**config.mk**
```make
export PLATFORM = sky130hd
export DESIGN_NAME = i2c_txn_sched
export DESIGN_NICKNAME = d
export VERILOG_FILES = /design/src/rtl/i2c_txn_sched.sv
export SDC_FILE = /design/constraint.sdc
export NUM_CORES = 1
export LEC_CHECK = 0
export ABC_CLOCK_PERIOD_IN_PS = 2900
export CORE_MARGIN = 5
export CORE_UTILIZATION = 44
export CTS_CLUSTER_DIAMETER = 40
export DETAILED_ROUTE_END_ITERATION = 8
export PLACE_DENSITY = 0.73
export SLEW_MARGIN = 20
export SYNTH_ARGS = -nofsm -noshare
export SYNTH_HDL_FRONTEND = slang
export SYNTH_SLANG_ARGS = --single-unit
```
**constraint.sdc**
```tcl
create_clock -name clk -period 2.9 [get_ports clk]
set_input_delay 0.58 -clock clk [delete_from_list [all_inputs] [get_ports clk]]
set_output_delay 0.58 -clock clk [all_outputs]
set_load 0.02 [all_outputs]
```
**src/rtl/i2c_txn_sched.sv**
```systemverilog
// i2c_txn_sched: queues I2C commands and issues them one at a time, returning one response per command.
module i2c_txn_sched #(
  parameter int DEPTH = 4,
  parameter int TIMEOUT_CYC = 100000
) (
  input  logic                     clk,
  input  logic                     rst,
  input  logic                     cmd_valid,
  output logic                     cmd_ready,
  input  logic                     cmd_op,
  input  logic [6:0]               cmd_addr,
  input  logic [7:0]               cmd_data,
  output logic                     newd,
  output logic                     op,
  output logic [6:0]               addr,
  output logic [7:0]               din,
  input  logic [7:0]               dout,
  input  logic                     busy,
  input  logic                     ack_err,
  input  logic                     done,
  output logic                     rsp_valid,
  input  logic                     rsp_ready,
  output logic                     rsp_op,
  output logic [7:0]               rsp_data,
  output logic                     rsp_err,
  output logic                     rsp_timeout,
  output logic [$clog2(DEPTH):0]   pending
);
  localparam int AW = $clog2(DEPTH);
  localparam int TW = $clog2(TIMEOUT_CYC);
  typedef enum logic [1:0] {IDLE, ISSUE, WAIT_DONE, RESP} state_t;
  state_t state, state_nx;
  logic [15:0] mem [DEPTH];
  logic [AW-1:0] wr_ptr, rd_ptr;
  logic [AW:0] count;
  logic [TW-1:0] tcnt;
  logic [15:0] head;
  logic err_seen, push, pop, active, expired, finish;
  assign head = mem[rd_ptr];
  assign cmd_ready = count != (AW+1)'(DEPTH);
  assign push = cmd_valid && cmd_ready;
  assign pop = state == IDLE && count != '0 && !busy;
  assign active = state == ISSUE || state == WAIT_DONE;
  assign expired = tcnt == TW'(TIMEOUT_CYC - 1);
  assign finish = active && (done || expired);
  assign pending = count;
  always_ff @(posedge clk)
    if (push) mem[wr_ptr] <= {cmd_op, cmd_addr, cmd_data};
  always_ff @(posedge clk) begin
    if (rst) begin
      wr_ptr <= '0;
      rd_ptr <= '0;
      count <= '0;
    end else begin
      if (push) wr_ptr <= wr_ptr + AW'(1);
      if (pop) rd_ptr <= rd_ptr + AW'(1);
      count <= count + (AW+1)'(push) - (AW+1)'(pop);
    end
  end
  always_ff @(posedge clk)
    if (rst) state <= IDLE;
    else state <= state_nx;
  // done outranks both busy and an expiring timeout
  always_comb begin
    state_nx = state;
    case (state)
      IDLE:      state_nx = pop ? ISSUE : IDLE;
      ISSUE:     state_nx = (done || expired) ? RESP : busy ? WAIT_DONE : ISSUE;
      WAIT_DONE: state_nx = (done || expired) ? RESP : WAIT_DONE;
      default:   state_nx = rsp_ready ? IDLE : RESP;
    endcase
  end
  always_comb begin
    newd = state == ISSUE;
    rsp_valid = state == RESP;
  end
  always_ff @(posedge clk) begin
    if (rst) begin
      op <= 1'b0;
      addr <= '0;
      din <= '0;
      tcnt <= '0;
      err_seen <= 1'b0;
      rsp_op <= 1'b0;
      rsp_data <= '0;
      rsp_err <= 1'b0;
      rsp_timeout <= 1'b0;
    end else begin
      if (pop) begin
        op <= head[15];
        addr <= head[14:8];
        din <= head[15] ? 8'h00 : head[7:0];
        tcnt <= '0;
        err_seen <= 1'b0;
      end else if (active) begin
        tcnt <= tcnt + TW'(1);
        err_seen <= err_seen | ack_err;
      end
      if (finish) begin
        rsp_op <= op;
        rsp_data <= done && op ? dout : 8'h00;
        rsp_err <= err_seen | ack_err;
        rsp_timeout <= !done;
      end
    end
  end
endmodule

```
# Yosys cells after proc, flatten, opt, wreduce, memory -nomap -nowiden
# Memory sizes are Yosys's and may differ from the RTL's. A register that Yosys moved wholly into a read port is not among the register bits.
# Index checks and enable logic that the tools add are counted.
[classes] addsub=5 bitwise=1 eq_ne=5 reduce_logical=12 muxes=12
[op_table] cell="$add 17x1->17 const B" n=1
[op_table] cell="$eq 17x17->1 const B" n=1
[op_table] cell="$mux 8" n=2
[op_table] cell="$mux 2" n=5
[op_table] cell="$pmux 2 s3" n=1
[op_table] cell="$logic_and 1x1->1" n=5
[op_table] cell="$add 2x1->2 const B" n=2
[op_table] cell="$eq 2x2->1 const B" n=2
[op_table] cell="$mux 1" n=4
[op_table] cell="$add 3x1->3" n=1
[op_table] cell="$ne 3x3->1 const B" n=1
[op_table] cell="$reduce_bool 3->1" n=1
[op_table] cell="$sub 3x1->3" n=1
[op_table] cell="$eq 2x1->1 const B" n=1
[op_table] cell="$logic_not 1->1" n=2
[op_table] cell="$logic_not 2->1" n=1
[op_table] cell="$logic_or 1x1->1" n=2
[op_table] cell="$reduce_or 2->1" n=1
[op_table] cell="$or 1x1->1" n=1
[word_totals] out_inout_bits=33 inputBits=31 ff_bits=54 elab_cells=49 mem_bits_rw=64 memories=1
[memory_table] memory="mem" words=4 word_bits=16 rd=1 rd_clocked_by_memory_dff=1 wr=1 line_no="33" rtl="logic [15:0] mem [DEPTH];"

# Depth between registers and ports, before layout
# Gate-level depths: netlist (run 1).
[logic_depth] ltp_word=5 mapped_depth=12 ltp_nobuf=11

# Worst setup path before layout (run 1)
# OpenSTA, ideal clock, no wires.
[synth_path] path_type="register -> register" from="reg count[1], in the netlist pending[1]" to="reg count[2], in the netlist pending[2]" arrival_time_ns=2.424 setup_time_ns=0.127 t_required_ns=2.773 synth_period_minus_slack_ns=2.551 path_slack_ns=0.349 stages_incl_launch_ff=12 path_buffers=1 cell_sequence="dfxtp_1 nor3_1 nor3b_1 buf_2 ha_1 inv_1 ha_1 inv_1 fa_1 xor2_1 xnor2_1 nor2_1"
[synth_between] elab_chain_cells=4 elab_cells_between_ends=7 classes_between="add/sub (2); eq/ne (1); reduce/logical (4)"
[synth_lines] element="from (decl)" line_no="35" rtl="logic [AW:0] count;"
[synth_lines] element="from (signal assigned)" line_no="57" rtl="count <= count + (AW+1)'(push) - (AW+1)'(pop);"
[synth_lines] element="$reduce_bool 3->1" line_no="42" rtl="assign pop = state == IDLE && count != '0 && !busy;"
[synth_lines] element="$logic_and 1x1->1 (2 in a row)" line_no="42"
[synth_lines] element="named net pop" line_no="38" rtl="logic err_seen, push, pop, active, expired, finish;"
[synth_lines] element="$sub 3x1->3" line_no="57"
# The timed path passes the listed nets, and every way through them passes these cells.
# A chain may end at the register's enable or synchronous reset.

# Worst setup path after layout (run 1)
[layout_path] from="reg count[2], in the netlist pending[2]" to="out cmd_ready"
[layout_between] elab_chain_cells=1
[layout_lines] element="$ne 3x3->1" line_no="40" rtl="assign cmd_ready = count != (AW+1)'(DEPTH);"
[layout_lines] element="to (decl)" line_no="9" rtl="output logic cmd_ready,"
# Every way passes these cells.

==> out/metrics.yaml, run 1 <==
fp.dieW_um: 114
cp_data_arrival_time_ns: 1.88
avgSynthCellArea_um2: 13.9
num_rows: 37
run_status: "complete, no violations"
synth_fp_nets: 382
dr.pass1.iters: 4
grtUsageTotal: 0.145
final-seq-area_um2: 3040
cts_sinks: 120
top_level_ports: 64
setup_viol_count_final: 0
cell_internal_pwr_uw: 3850
multi_input_comb_area_um2: 1560
dp_slack_ns: 0.156
final_hold_slack_ns: 0.460
timing.slew.headroom: 0.566
core_area_um2: 10400
crit_path_end_kind: "primary output"
cts_tree: "done"
drcViolationCount: 0
layout_common_cells: "sky130_fd_sc_hd__edfxtp_1 (64), sky130_fd_sc_hd__clkdlybuf4s50_1 (63), sky130_fd_sc_hd__dfxtp_1 (56)"
transition_at_the_pin_with_the_smallest_max_transition_slack_ns: 0.649
power_frac_seq: 0.403
switching_share: 0.273
p_comb_frac: 0.227
fin_total_pwr_uw: 5300
power_density_nw_per_um2: 869
cts_buffers: 17
initial_core_util: 0.453
fin_tns_setup_ns: 0
clock.fmax_ghz: 0.407
synth_cells: 339
post-cts-setup-buffer-count: 0
post-dp-hpwl_um: 5730
die_y_um: 114
post_route_antenna_net_violation_count: 0
finalClockSkew_ns: 0.00835
routed-via-count: 2868
worstHoldPathType: "reg -> reg"
gr-total-overflow: 0
post_synth_num_cell_types: 40
total_leakage_power_uw: 0.00215
path_class: "reg -> out"
grt_antenna_before_repair: 0
regToRegStartpoint: "pending[2]$_SDFF_PP0_"
first_global_vias: 2955
grt_first_pass_wirelength_um: 14600
gpl.final_weighted_congestion: 0.812
min_period_over_period: 0.847
cts_max_level: 4
final_area_um2: 6100
timing.critical_path.fanout_max: 6
final_net_count: 459
critical_path.startpoint_type: "register"
pin_count_of_the_biggest_net_entering_global_routing: 19
clkPwrFrac: 0.370
layout-drive-gt1-share: 0.135
initialDrtViolationCount: 148
clockRootBuffer: "sky130_fd_sc_hd__clkbuf_8"
startpoint: "pending[2]$_SDFF_PP0_"
post_dp_area_um2: 5530
filler_cell_count: 823
port_buffers: 63
power.switching_uw: 1450
clk_latency_ns: 0.50
ctsHoldBuffers: 0
final-hold-violation-count: 0
wire_per_inst_um: 15.6
number_of_max_cap_violations: 0
sequential_area_share_after_synthesis: 0.645
min_from: "din[4]$_SDFFE_PP0P_"
detail_route.vias_per_cell: 5.08
die_area_um2: 12900
r2r_setup_slack_ns: 0.48
post-route-min-period_ns: 2.46
post_cts_resized: 0
most_frequent_standard_cell_in_the_layout_excluding_fill_and_tap_cells: "sky130_fd_sc_hd__edfxtp_1"
ys_seq_elements: 120
routed_wirelength_um: 8840
cts.clk_slew.worst_paths_ns: 0.06
areaGrowthSynthToFinish_pct: 29.2
rsz0062_at_grt: "no"
ys.warnings.count: 0
clockBufferDepth: 2
post-route-worst-setup-slack_ns: 0.442
crit_required_ns: 2.32
netlist_area_um2: 4720
max_slew_violations: 0
count_of_antenna_diodes_in_the_layout: 0
max_rail_drop_vdd_v: 0.000457
## metal layers
metal	wire, um	vias to the layer above	GRT usage
li1	-	1385	-
met5	0	-	0
met4	116	0	0.0433
met3	483	13	0.0499
met1	3830	1393	0.172
met2	4410	77	0.249
## cell families (layout without fill, tap and decap cells)
logic type               Yosys count  after routing  share of synthesized area
buffers and inverters             31            121                     0.0257
adder cells (fa/ha/maj)           12             12                     0.0334
flip-flops                       120            120                      0.645
XOR/XNOR                          17             17                     0.0315
AND/OR/NAND/NOR                   98             98                      0.111
multiplexers                      34             34                      0.115
AO/OA/AOI/OAI                     27             27                     0.0387
## Yosys cell counts, drive strengths merged
library cell,instances,area share
a2111oi,1,0.0019
a211oi,1,0.0016
a21o,1,0.0016
a21oi,9,0.0095
a311oi,1,0.0019
a41o,1,0.0021
and2,1,0.0013
and3,4,0.0053
and4,1,0.0019
and4b,1,0.0021
buf,4,0.0042
clkbuf,9,0.0072
dfxtp,56,0.24
edfxtp,64,0.41
fa,1,0.0042
ha,11,0.029
inv,18,0.014
mux2i,18,0.038
mux4,16,0.076
nand2,17,0.014
nand2b,10,0.013
nand3,5,0.0064
nand4,3,0.0072
nor2,34,0.027
nor2b,1,0.0013
nor3,5,0.0053
nor3b,2,0.0032
nor4,2,0.0027
nor4b,2,0.0037
nor4bb,1,0.0021
o21ai,5,0.0053
o2bb2ai,8,0.015
or2,1,0.0013
or3,4,0.0053
or3b,2,0.0037
or4,2,0.0048
xnor2,13,0.024
xor2,4,0.0074
## state kept, by name, summed over array words and instances, names as in the netlist, named ones only
name,count
addr,7
din,8
err_seen,1
mem,64
op,1
pending,3
rd_ptr,2
rsp_data,8
rsp_err,1
rsp_op,1
rsp_timeout,1
state,2
tcnt,17
wr_ptr,2
## per-stage QoR
| step | instances | util |
|---|---|---|
| 6_report | 565 | 0.585 |
| 5_1_grt | 565 | 0.585 |
| 4_1_cts | 565 | 0.585 |
| 3_5_place_dp | 533 | 0.531 |
| 3_3_place_gp | 533 | 0.531 |
| 2_1_floorplan | 339 | - |
## worst max-delay path, stage by stage, from the launching register on
cell and delay, ns:
sky130_fd_sc_hd__dfxtp_1 0.38, sky130_fd_sc_hd__or3b_1 0.44, sky130_fd_sc_hd__clkdlybuf4s50_1 0.57
## final timing paths
kind,to,cells after the start
hold reg to reg,din[4]$_SDFFE_PP0P_,1
hold / removal,din[4]$_SDFFE_PP0P_,1
setup / recovery,cmd_ready,2
setup reg to reg,pending[2]$_SDFF_PP0_,11
## cell type report
class | instances | area share
multi-input combinational | 188 | 0.256
clock buffer | 21 | 0.0720
clock inverter | 11 | 0.0205
sequential | 120 | 0.499
timing repair buffer | 71 | 0.113
tap | 136 | 0.0279
inverter | 18 | 0.0111
## power groups by stage
stage	clock (uW)	sequential [uW]	combinational, uW
floorplan	0	2230	730
global placement	0	2160	1200
detailed placement	0	2160	1220
CTS	2000	2140	1230
global route	2080	2160	1330
finish	1960	2130	1200
Power figures use the tool's default switching activity.
==> run 2, diff against run 1 <==
ABC_CLOCK_PERIOD_IN_PS = 2200   (was 2900)
PLACE_DENSITY = 0.76   (was 0.73)
clock period = 2.2 ns   (was 2.9 ns; I/O delays follow)
==> out/metrics.yaml, run 2 (synthesized netlist as in run 1, its figures left out) <==
num_rows: 37  # unchanged
gpl.final_weighted_congestion: 0.843  # +3.9%
first_global_vias: 3164  # +7.1%
fp.dieW_um: 114  # unchanged
routed-via-count: 2932  # +2.2%
post-route-util: 0.607  # +0.0219
clockRootBuffer: "sky130_fd_sc_hd__clkbuf_8"
die_y_um: 114  # unchanged
reg_top3: "mem x64, tcnt x17"
areaGrowthSynthToFinish_pct: 34.0
rsz0062_at_grt: "yes"
cts.clk_slew.worst_paths_ns: 0.06  # about the same
timing.slew.headroom: 0.652  # +0.0867
worstPathCellList: "or3b_4 > and2_4 > inv_4 > ha_4 > inv_2 > ha_4 > inv_2 > fa_2 > xor2_2 > xnor2_1 > nor2_1"
number_of_max_cap_violations: 0  # unchanged
most_frequent_standard_cell_in_the_layout_excluding_fill_and_tap_cells: "sky130_fd_sc_hd__edfxtp_1"
timing.critical_path.fanout_max: 4  # -2
core_area_um2: 10400  # unchanged
r2r_cells: 11  # unchanged
wire_per_inst_um: 16.5  # +5.6%
layout_common_cells: "sky130_fd_sc_hd__edfxtp_1 (64), sky130_fd_sc_hd__clkdlybuf4s50_1 (60), sky130_fd_sc_hd__dfxtp_1 (53)"
finalClockSkew_ns: 0.00586  # -0.00249 ns
power_density_nw_per_um2: 1190  # +37%
clock.fmax_ghz: 0.466
drcViolationCount: 0  # unchanged
max_rail_drop_vdd_v: 0.000748  # +64%
dp_slack_ns: -0.284  # -0.440 ns
post-route-min-period_ns: 2.15
dr.pass1.iters: 4  # unchanged
final-hold-violation-count: 0  # unchanged
path_class: "reg -> reg"
gr-total-overflow: 0  # unchanged
critical_path.startpoint_type: "register"
cts_tree: "done"
worstHoldPathType: "reg -> reg"
cts_buffers: 17  # unchanged
top_level_ports: 64  # unchanged
multi_input_comb_area_um2: 1620  # +4.1%
initial_core_util: 0.453  # unchanged
detail_route.vias_per_cell: 5.08  # +0.11%
grt_first_pass_wirelength_um: 15700  # +7.9%
setup_viol_count_final: 0  # unchanged
post-dp-hpwl_um: 6180  # +7.8%
cpLargestDelayFamily: "adder cells"
crit_path_max_incr_delay_ns: 0.40  # -0.17 ns
critical_path_cell_count: 11  # +9
max_slew_violations: 0  # unchanged
filler_cell_count: 824  # +0.12%
die_area_um2: 12900  # unchanged
clk_latency_ns: 0.50  # about the same
timing.critical_path.buf_inv: 3  # +2
port_buffers: 63  # unchanged
ctsHoldBuffers: 0  # unchanged
depth_of_the_worst_hold_timing_path: 1  # unchanged
largest-register: "mem"
final_net_count: 471  # +2.6%
slowest_stage: "sky130_fd_sc_hd__or3b_4"
grt_antenna_before_repair: 0  # unchanged
largest_register_ffs: 64  # unchanged
transition_at_the_pin_with_the_smallest_max_transition_slack_ns: 0.520  # -0.130 ns
clockBufferDepth: 2  # unchanged
pin_count_of_the_biggest_net_entering_global_routing: 19  # unchanged
final-seq-area_um2: 3050  # +0.29%
initialDrtViolationCount: 159  # +7.4%
post_route_antenna_net_violation_count: 0  # unchanged
routed_wirelength_um: 9530  # +7.8%
cts_sinks: 120  # unchanged
crit_required_ns: 2.59  # +0.27 ns
count_of_antenna_diodes_in_the_layout: 0  # unchanged
total_leakage_power_uw: 0.00227  # +5.5%
crit_path_end_kind: "register"
grtUsageTotal: 0.159  # +0.0140
min_period_over_period: 0.975
cts_max_level: 4  # unchanged
layout-drive-gt1-share: 0.200  # +0.0643
run_status: "complete, no violations"
cp_data_arrival_time_ns: 2.53  # +0.65 ns
post-route-worst-setup-slack_ns: 0.0546  # -0.388 ns
-- run 2: cell types whose count changed in the layout (fill, tap and decap cells not counted), sizes merged, moves of 3 or more --
| cell | before | now |
|---|---|---|
| buf | 8 | 20 |
| clkbuf | 21 | 17 |
| clkdlybuf4s50 | 63 | 60 |
| clkinvlp | 4 | 1 |
| inv | 19 | 24 |
-- run 2: worst paths after layout --
path | end | slack [ns] | start
hold / removal | din[1]$_SDFFE_PP0P_ | 0.47 | din[1]$_SDFFE_PP0P_
setup / recovery | pending[2]$_SDFF_PP0_ | 0.05 | pending[1]$_SDFF_PP0_
setup reg to reg | pending[2]$_SDFF_PP0_ | 0.05 | pending[1]$_SDFF_PP0_
hold reg to reg | din[1]$_SDFFE_PP0P_ | 0.47 | din[1]$_SDFFE_PP0P_
-- run 2: final cells by class --
class	count	share of cell area
clock buffer	17	0.0655
clock inverter	15	0.0340
inverter	18	0.0111
multi-input combinational	188	0.257
sequential	120	0.483
tap	136	0.0269
timing repair buffer	83	0.123
-- run 2: timing repair --
item                                   CTS  global route
pin swaps                                0             2
endpoints found under the hold margin    0             0
setup endpoints to repair                3             5
cloned                                   0             0
setup buffers                            0             2
resized for setup                        3             7
-- run 2: stage by stage --
stage               cells  area, um^2  hold WS, ns  setup TNS (ns)  total power, uW
floorplan             339        4770        0.437         -0.0384             3980
global route          577        6320        0.461         -0.0502             7910
CTS                   575        6270        0.464               0             7530
global placement      543        5650        0.448          -0.396             4540
finish                577        6320        0.474               0             7520
detailed placement    543        5650        0.456          -0.820             4600
-- run 2: where the power goes --
group	internal (uW)	total (uW)	leakage (uW)	switching, uW
registers	2670	2830	0.00104	166
logic	911	1790	0.000922	880
clock network	1870	2900	0.000305	1030
total	5440	7520	0.00227	2080
-- run 2: layer usage --
metal | vias to the layer above | global-route usage | part of all wire
li1 | 1410 | - | -
met1 | 1438 | 0.183 | 0.40
met2 | 70 | 0.277 | 0.53
met3 | 14 | 0.0488 | 0.047
met4 | 0 | 0.0633 | 0.016
met5 | - | 0 | 0
==> run 3, diff against run 2 <==
CTS_CLUSTER_SIZE = 16   (was unset)
==> results of run 3 <==
Final layout, timing and power as in run 2 (identical DEF).
